## config.mk

```make
export PLATFORM = sky130hd
export DESIGN_NAME = vec_dispatch_queue
export DESIGN_NICKNAME = d
export VERILOG_FILES = /design/src/rtl/vec_dispatch_queue_pkg.sv /design/src/rtl/vdq_fifo.sv /design/src/rtl/vec_dispatch_queue.sv
export SDC_FILE = /design/constraint.sdc
export NUM_CORES = 1
export LEC_CHECK = 0
export CAP_MARGIN = 20
export CORE_MARGIN = 1.5
export CORE_UTILIZATION = 46
export CTS_CLUSTER_SIZE = 12
export DETAILED_ROUTE_END_ITERATION = 12
export GPL_TIMING_DRIVEN = 0
export PLACE_DENSITY = 0.68
export SETUP_SLACK_MARGIN = 0.02
export SYNTH_ARGS = -nofsm -noshare
export SYNTH_HDL_FRONTEND = slang
export SYNTH_HIERARCHICAL = 1
export SYNTH_SLANG_ARGS = --single-unit
```

## constraint.sdc

```tcl
create_clock -name clk -period 12 [get_ports clk]
set_clock_uncertainty 0.05 [all_clocks]
set_input_delay 3.6 -clock clk [delete_from_list [all_inputs] [get_ports clk]]
set_output_delay 3.6 -clock clk [all_outputs]
set_load 0.1 [all_outputs]
```

## src/rtl/vec_dispatch_queue_pkg.sv

```systemverilog
// Shared constants, state type and decode helper for the vector dispatch queue.
package vec_dispatch_queue_pkg;

    localparam logic [6:0] OPCODE_OPV   = 7'b1010111;
    localparam logic [2:0] FUNCT3_OPIVX = 3'b100;
    localparam logic [2:0] FUNCT3_OPMVX = 3'b110;
    localparam logic [2:0] FUNCT3_OPIVV = 3'b000;

    typedef enum logic {
        IDLE    = 1'b0,
        PRESENT = 1'b1
    } vdq_state_e;

    // Vector-scalar forms (OPIVX / OPMVX) read rs1 from the scalar regfile.
    function automatic logic needs_scalar(input logic [2:0] funct3);
        return (funct3 == FUNCT3_OPIVX) || (funct3 == FUNCT3_OPMVX);
    endfunction

endpackage

```

## src/rtl/vdq_fifo.sv

```systemverilog
// Synchronous FIFO for queued {instr, scalar} entries.
// Ports: clk, nrst (async active-low), flush (sync clear), push/wdata,
//        pop/rdata (head, combinational), full, empty, count.
// Entry storage is not reset; only pointers and count are.
module vdq_fifo #(
    parameter int unsigned WIDTH = 64,
    parameter int unsigned DEPTH = 4
) (
    input  logic                       clk,
    input  logic                       nrst,
    input  logic                       flush,
    input  logic                       push,
    input  logic                       pop,
    input  logic [WIDTH-1:0]           wdata,
    output logic [WIDTH-1:0]           rdata,
    output logic                       full,
    output logic                       empty,
    output logic [$clog2(DEPTH):0]     count
);

    localparam int unsigned PTR_W = $clog2(DEPTH);
    localparam int unsigned CNT_W = PTR_W + 1;

    logic [WIDTH-1:0] mem [DEPTH];
    logic [PTR_W-1:0] wr_ptr;
    logic [PTR_W-1:0] rd_ptr;

    // Pointers wrap naturally because DEPTH is a power of two.
    always_ff @(posedge clk or negedge nrst) begin
        if (!nrst) begin
            wr_ptr <= '0;
            rd_ptr <= '0;
            count  <= '0;
        end else if (flush) begin
            wr_ptr <= '0;
            rd_ptr <= '0;
            count  <= '0;
        end else begin
            if (push) wr_ptr <= wr_ptr + PTR_W'(1);
            if (pop)  rd_ptr <= rd_ptr + PTR_W'(1);
            count <= count + CNT_W'(push) - CNT_W'(pop);
        end
    end

    // Plain register array, no reset.
    always_ff @(posedge clk) begin
        if (push && !flush) mem[wr_ptr] <= wdata;
    end

    assign rdata = mem[rd_ptr];
    assign full  = (count == CNT_W'(DEPTH));
    assign empty = (count == '0);

endmodule

```

## src/rtl/vec_dispatch_queue.sv

```systemverilog
// Dispatch bridge from the scalar core to the vector coprocessor.
// Filters OP-V instructions, captures rs1 for vector-scalar forms, queues
// them (DEPTH entries + one output register) and presents them with a
// valid/ready handshake.
// Ports: clk, nrst; core side instr_valid/instr/instr_ready, scalar regfile
//        read xreg_addr/xreg_data; flush; coprocessor side v_valid/v_instr/
//        v_scalar/v_ready; status occupancy and dispatch_cnt.
module vec_dispatch_queue
    import vec_dispatch_queue_pkg::*;
#(
    parameter int unsigned WORD_WIDTH     = 32,
    parameter int unsigned REGFILE_BITS   = 5,
    parameter int unsigned DEPTH          = 4,
    parameter int unsigned CAPTURE_SCALAR = 1
) (
    input  logic                      clk,
    input  logic                      nrst,
    input  logic                      instr_valid,
    input  logic [WORD_WIDTH-1:0]     instr,
    output logic                      instr_ready,
    output logic [REGFILE_BITS-1:0]   xreg_addr,
    input  logic [WORD_WIDTH-1:0]     xreg_data,
    input  logic                      flush,
    output logic                      v_valid,
    output logic [WORD_WIDTH-1:0]     v_instr,
    output logic [WORD_WIDTH-1:0]     v_scalar,
    input  logic                      v_ready,
    output logic [$clog2(DEPTH):0]    occupancy,
    output logic [31:0]               dispatch_cnt
);

    localparam int unsigned OCC_W   = $clog2(DEPTH) + 1;
    localparam int unsigned ENTRY_W = 2 * WORD_WIDTH;

    vdq_state_e            state_q;
    vdq_state_e            state_d;
    logic                  is_opv;
    logic                  push;
    logic                  xfer;
    logic                  out_free;
    logic                  fifo_push;
    logic                  fifo_pop;
    logic                  fifo_full;
    logic                  fifo_empty;
    logic [OCC_W-1:0]      fifo_count;
    logic [ENTRY_W-1:0]    fifo_rdata;
    logic                  load_head;
    logic                  load_direct;
    logic [WORD_WIDTH-1:0] scalar_c;

    // OP-V filter and acceptance; non-OP-V never pushes.
    assign is_opv      = (instr[6:0] == OPCODE_OPV);
    assign instr_ready = (occupancy < OCC_W'(DEPTH + 1)) && !flush;
    assign push        = instr_valid && is_opv && instr_ready;

    // Scalar operand capture.
    generate
        if (CAPTURE_SCALAR != 0) begin : g_capture
            assign xreg_addr = instr[15 +: REGFILE_BITS];
            assign scalar_c  = needs_scalar(instr[14:12]) ? xreg_data : '0;
        end else begin : g_no_capture
            assign xreg_addr = '0;
            assign scalar_c  = '0;
        end
    endgenerate

    vdq_fifo #(
        .WIDTH (ENTRY_W),
        .DEPTH (DEPTH)
    ) u_fifo (
        .clk   (clk),
        .nrst  (nrst),
        .flush (flush),
        .push  (fifo_push),
        .pop   (fifo_pop),
        .wdata ({instr, scalar_c}),
        .rdata (fifo_rdata),
        .full  (fifo_full),
        .empty (fifo_empty),
        .count (fifo_count)
    );

    assign v_valid   = (state_q == PRESENT);
    assign xfer      = v_valid && v_ready;
    assign out_free  = !v_valid || v_ready;
    assign occupancy = fifo_count + OCC_W'(v_valid);

    // Output register refill: queue head first; a push into an empty queue
    // goes straight into the output register (registered, one-cycle latency).
    always_comb begin
        state_d     = state_q;
        fifo_push   = 1'b0;
        fifo_pop    = 1'b0;
        load_head   = 1'b0;
        load_direct = 1'b0;
        if (out_free) begin
            if (!fifo_empty) begin
                fifo_pop  = 1'b1;
                load_head = 1'b1;
                fifo_push = push;
            end else if (push) begin
                load_direct = 1'b1;
            end
        end else begin
            fifo_push = push && !fifo_full;
        end
        case (state_q)
            IDLE:    if (load_head || load_direct) state_d = PRESENT;
            PRESENT: if (xfer && !(load_head || load_direct)) state_d = IDLE;
            default: state_d = IDLE;
        endcase
        if (flush) state_d = IDLE;
    end

    // State register.
    always_ff @(posedge clk or negedge nrst) begin
        if (!nrst) state_q <= IDLE;
        else       state_q <= state_d;
    end

    // Output registers and transfer counter; a transfer in a flush cycle counts.
    always_ff @(posedge clk or negedge nrst) begin
        if (!nrst) begin
            v_instr      <= '0;
            v_scalar     <= '0;
            dispatch_cnt <= '0;
        end else begin
            if (load_head) begin
                {v_instr, v_scalar} <= fifo_rdata;
            end else if (load_direct) begin
                v_instr  <= instr;
                v_scalar <= scalar_c;
            end
            dispatch_cnt <= dispatch_cnt + 32'(xfer);
        end
    end

endmodule
```

==> Yosys cells after proc, flatten, opt, wreduce, memory -nomap -nowiden <==
Memory sizes are Yosys's and may differ from the RTL's.
Cells that the tools add are included.
{ "totals": {"in_bits": 69, "ramBits": 256, "output_inout_bits": 106, "mem_count": 1, "ff_bits": 104, "word_cells": 61} }
{ "op_classes": {"n_lt_le_gt_ge": 1, "n_reduce_logical": 18, "add_sub_neg": 6, "mux": 23, "n_eq_ne": 4, "bitwise_logic": 1} }
{ "mem_list": {"columns": ["memory", "words", "word_bits", "read_ports", "rd_clocked_by_memory_dff", "wr", "line", "text"], "rows": [
  ["u_fifo.mem", 4, 64, 1, 0, 1, "vdq_fifo.sv:24", "logic [WIDTH-1:0] mem [DEPTH];"]
]} }
{ "ops": {"columns": ["cell", "n"], "rows": [
  ["$mux 32", 5],
  ["$add 32x1->32", 1],
  ["$mux 1", 12],
  ["$eq 3x3->1 const B", 3],
  ["$mux 2", 4],
  ["$eq 7x7->1 const B", 1],
  ["$logic_and 1x1->1", 7],
  ["$add 3x1->3", 2],
  ["$reduce_bool 2->1", 3],
  ["$add 2x1->2 const B", 2],
  ["$logic_not 1->1", 4],
  ["$logic_not 3->1", 1],
  ["$logic_or 1x1->1", 3],
  ["$lt 3x3->1 const B", 1],
  ["$mux 3", 1],
  ["$sub 3x1->3", 1],
  ["$pmux 1 s2", 1],
  ["$not 1->1", 1]
]} }

==> Logic depth before layout (Yosys ltp) <==
{ "logic_depth": {"word_depth": 13, "mapped_depth": 10, "mapped_depth_nobuf": 10} }

==> By module <==
The synthesis kept the hierarchy.
{ "modules_own_cells": {"columns": ["mod", "cells_each", "instances", "seq_area_each_um2", "area_per_inst_um2"], "rows": [
  ["vdq_fifo", 374, 1, 7862.5, 9700.6],
  ["vec_dispatch_queue", 385, 1, 2427.3, 4966.0]
]} }

==> Least setup slack after synthesis <==
Ideal clock, no wire load.
{ "synth_path": {"kind": "input port to output port", "start": "in flush", "end": "out instr_ready", "t_arrival_ns": 4.853, "path_stages": 1, "required_ns": 8.350, "setup_slack_ns": 3.497, "path_buffers": 0, "cell_sequence": "nor2_1"} }
{ "synth_via": {"elab_chain_cells": 2} }
{ "synth_rtl": {"columns": ["element", "line", "text"], "rows": [
  ["start: declaration", "vec_dispatch_queue.sv:23", "input logic flush,"],
  ["$logic_not 1->1", "vec_dispatch_queue.sv:53", "assign instr_ready = (occupancy < OCC_W'(DEPTH + 1)) && !flush;"],
  ["$logic_and 1x1->1", "vec_dispatch_queue.sv:53", null],
  ["end: declaration", "vec_dispatch_queue.sv:20", "output logic instr_ready,"]
]} }
No other way between the ends.

==> Worst setup path in the final report <==
Same ends and word-level chain as after synthesis.

==> flow_metrics.py <==
metrics = {
    "global_route": {
        "grt_start_max_net_pins": 73,
        "overflow": 0,
        "antenna_found_initial": 0,
        "grt_pass1_wl_um": 46200,
        "grt_usage": 0.182,
        "grt_pass1_vias": 8130,
    },
    "cts": {
        "cts.repair.resized": 0,
        "cts_root_buffer": "clkbuf_16",
        "cts_buffers": 39,
        "clkLatencyLatePin_ps": 520,
        "htreeDepth": 2,
        "cts_setup_buffers": 0,
        "cts_hold_buf": 0,
        "cts_tree": "yes",
        "clk_pin_slew_ps": 60,
        "cts_buffer_depth": 3,
        "clkSinkCount": 360,
    },
    "drt": {
        "vias_per_cell": 5.34,
        "ant_nets": 0,
        "num_vias": 7530,
        "post-route-drc-count": 0,
        "drtIter0Drc": 471,
        "wl_per_cell_um": 20.6,
        "firstDrtPassIters": 4,
        "drt-total-wl_um": 29100,
    },
    "timing": {
        "setup_viol": 0,
        "fmax_mhz": 108,
        "worst_pin_slew_ps": 1050,
        "drv_slew": 0,
        "hold_violations": 0,
        "tns_ps": 0,
        "period_needed_ps": 9270,
        "relSlewSlack": 0.295,
        "finalCritPeriodShare": 0.772,
        "holdWs_ps": 429,
        "rsz0062_at_grt": "false",
    },
    "logic_synthesis": {
        "synth_compound_area_frac": 0.00469,
        "avgSynthCellArea_um2": 19.3,
        "synth_area_leaders": "edfxtp_1 52%, dfrtp_1 18%, mux4_2 9.8%",
        "synth_top_family_by_area": "multiplexers",
        "yosys.area_share.simple": 0.0426,
        "yosys.cell_types.count": 39,
        "synth_top_area_cell": "edfxtp_1",
        "seq_area_frac_synth": 0.702,
        "synth-xor-area-share": 0.0212,
        "ys_ff_latch": 360,
        "yosys-mux-area-fraction": 0.194,
        "synth_area_um2": 14700,
        "ys_warn_count": 6,
        "synth_fa_ha_area_frac": 0.00990,
        "synth_top_area_frac": 0.524,
        "syn_nets": 839,
        "syn_inst": 759,
    },
    "worst_setup_path": {
        "worstPathRequired_ps": 8350,
        "worstSetupPathType": "input pin to output pin",
        "arrival_ps": 5620,
        "reg2reg_from": "v_valid",
        "crit_fanout": 11,
        "critPathCaptureType": "output pin",
        "reg2reg_slack_ps": 8490,
        "start_kind": "input pin",
        "r2r_end": "u_fifo/mem[0][13]",
        "worstRegToRegCells": 8,
    },
    "layout": {
        "drive_gt1_frac": 0.279,
        "n_antenna_cell": 0,
        "nets": 1059,
        "fin_cells": 1411,
        "syn2layout_area_growth_pct": 24.4,
    },
    "min_path": {
        "hold-path-cell-count": 1,
        "min-delay-start": "dispatch_cnt[31]",
        "min_path_type": "register to register",
        "whs_endpoint": "dispatch_cnt[31]",
    },
    "flow_run": {
        "cap_viol_max_count": 0,
    },
    "die": {
        "coreArea_um2": 31500,
        "initial_utilization": 0.466,
        "num_io_pins": 175,
        "die-area_um2": 33000,
        "die_y_um": 182,
        "die_x_um": 182,
        "rows": 65,
    },
    "place": {
        "portBuffers": 174,
        "detailed_place_hpwl_um": 18300,
        "place_congestion": 0.758,
        "place_inst": 1340,
    },
    "status": {
        "status": "finished clean",
    },
    "power_and_ir_drop": {
        "peakVddDrop_uv": 191,
        "p_leak_nw": 6.48,
        "p_per_area_nw_per_um2": 256,
    },
}
==> cells in the final DEF, fill, tap and decap left out, drive strengths merged, types with 2 or more instances in the layout <==
cell           Yosys  routed
ha                10      10
nor2              13      13
nand4             10      10
clkinv             0       6
inv               12      15
nor4               3       3
a21oi              3       3
clkdlybuf4s50      0     173
xor2               5       5
nor3               3       3
o21ai              2       2
clkbuf             7      68
buf               31      37
mux2             124     124
and3               4       4
nand2              7       7
nand3             16      16
mux4              64      64
and4               3       3
dfrtp            104     104
nand4b             2       2
nor2b              4       4
edfxtp           256     256
and2              38      38
xnor2             28      28
==> final cells by class <==
| cell class | instances | area [um2] |
|---|---|---|
| inverter | 12 | 45.0 |
| timing repair buffer | 179 | 1880 |
| buffer | 38 | 334 |
| clock inverter | 10 | 80.1 |
| fill | 2397 | 13200 |
| multi-input combinational | 349 | 4010 |
| clock buffer | 61 | 1100 |
| sequential | 360 | 10300 |
| tap | 402 | 503 |
==> metal layers <==
layer | part of all wire | GRT usage | vias up
met5 | 0 | 0 | -
met4 | 0.019 | 0.0487 | 0
met3 | 0.046 | 0.0339 | 46
met2 | 0.50 | 0.307 | 161
met1 | 0.43 | 0.244 | 3921
li1 | - | - | 3402
==> state kept, by name (all words and copies together), names as in the netlist <==
register	count
u_fifo/rd_ptr	2
u_fifo/wr_ptr	2
u_fifo/mem	256
u_fifo/count	3
v_instr	32
dispatch_cnt	32
v_scalar	32
v_valid	1
==> through the flow <==
stage / power, W / util / area, um2 / worst slack, ps
3_5_place_dp: 0.00362 / 0.542 / 17100 / 2700
2_1_floorplan: 0.00314 / - / 14700 / 3500
6_report: 0.00467 / 0.579 / 18200 / 2730
4_1_cts: 0.00473 / 0.579 / 18200 / 2700
5_1_grt: 0.00486 / 0.579 / 18200 / 2640
3_3_place_gp: 0.00360 / 0.537 / 16900 / 2560
==> cell usage after synthesis (all sizes together) <==
cell,instances
nand4b,2
nor2,13
o2111ai,1
buf,31
nand2,7
dfrtp,104
mux2i,1
a21bo,1
a21oi,3
o21ai,2
and4,3
mux4,64
and2b,1
nor3,3
clkbuf,7
fa,1
xor2,5
inv,12
mux2,124
nand4,10
nand3,16
xnor3,1
and2,38
nor4,3
nor2b,4
edfxtp,256
ha,10
a211oi,1
and3,4
and4bb,1
nand3b,1
xnor2,28
nor3b,1
==> how the worst max path moves through the flow <==
stage | endpoint | slack [ps] | start
floorplan | instr_ready | 3500 | flush
global placement | v_instr[22] | 2560 | nrst
detailed placement | instr_ready | 2700 | flush
CTS | instr_ready | 2700 | flush
global route | instr_ready | 2640 | flush
finish | instr_ready | 2730 | flush
==> report_power, final <==
group	internal (W)	switching, W
clock	0.000651	0.000454
combinational	0.000719	0.00132
sequential	0.00146	0.0000727
total	0.00283	0.00185
==> worst max-delay path, stage by stage <==
cell and delay [ps]:
clkdlybuf4s50_1 650, nor2_1 190, clkdlybuf4s50_1 1170
==> cell families after synthesis <==
kind of cell               Yosys count
adders and majority gates           11
DFF                                360
and+or+nand+nor                    107
buffers and inverters               50
muxes                              189
AOI/OAI and AO/OA                    8
xor gates and xnor gates            34
Power figures use the tool's default switching activity.
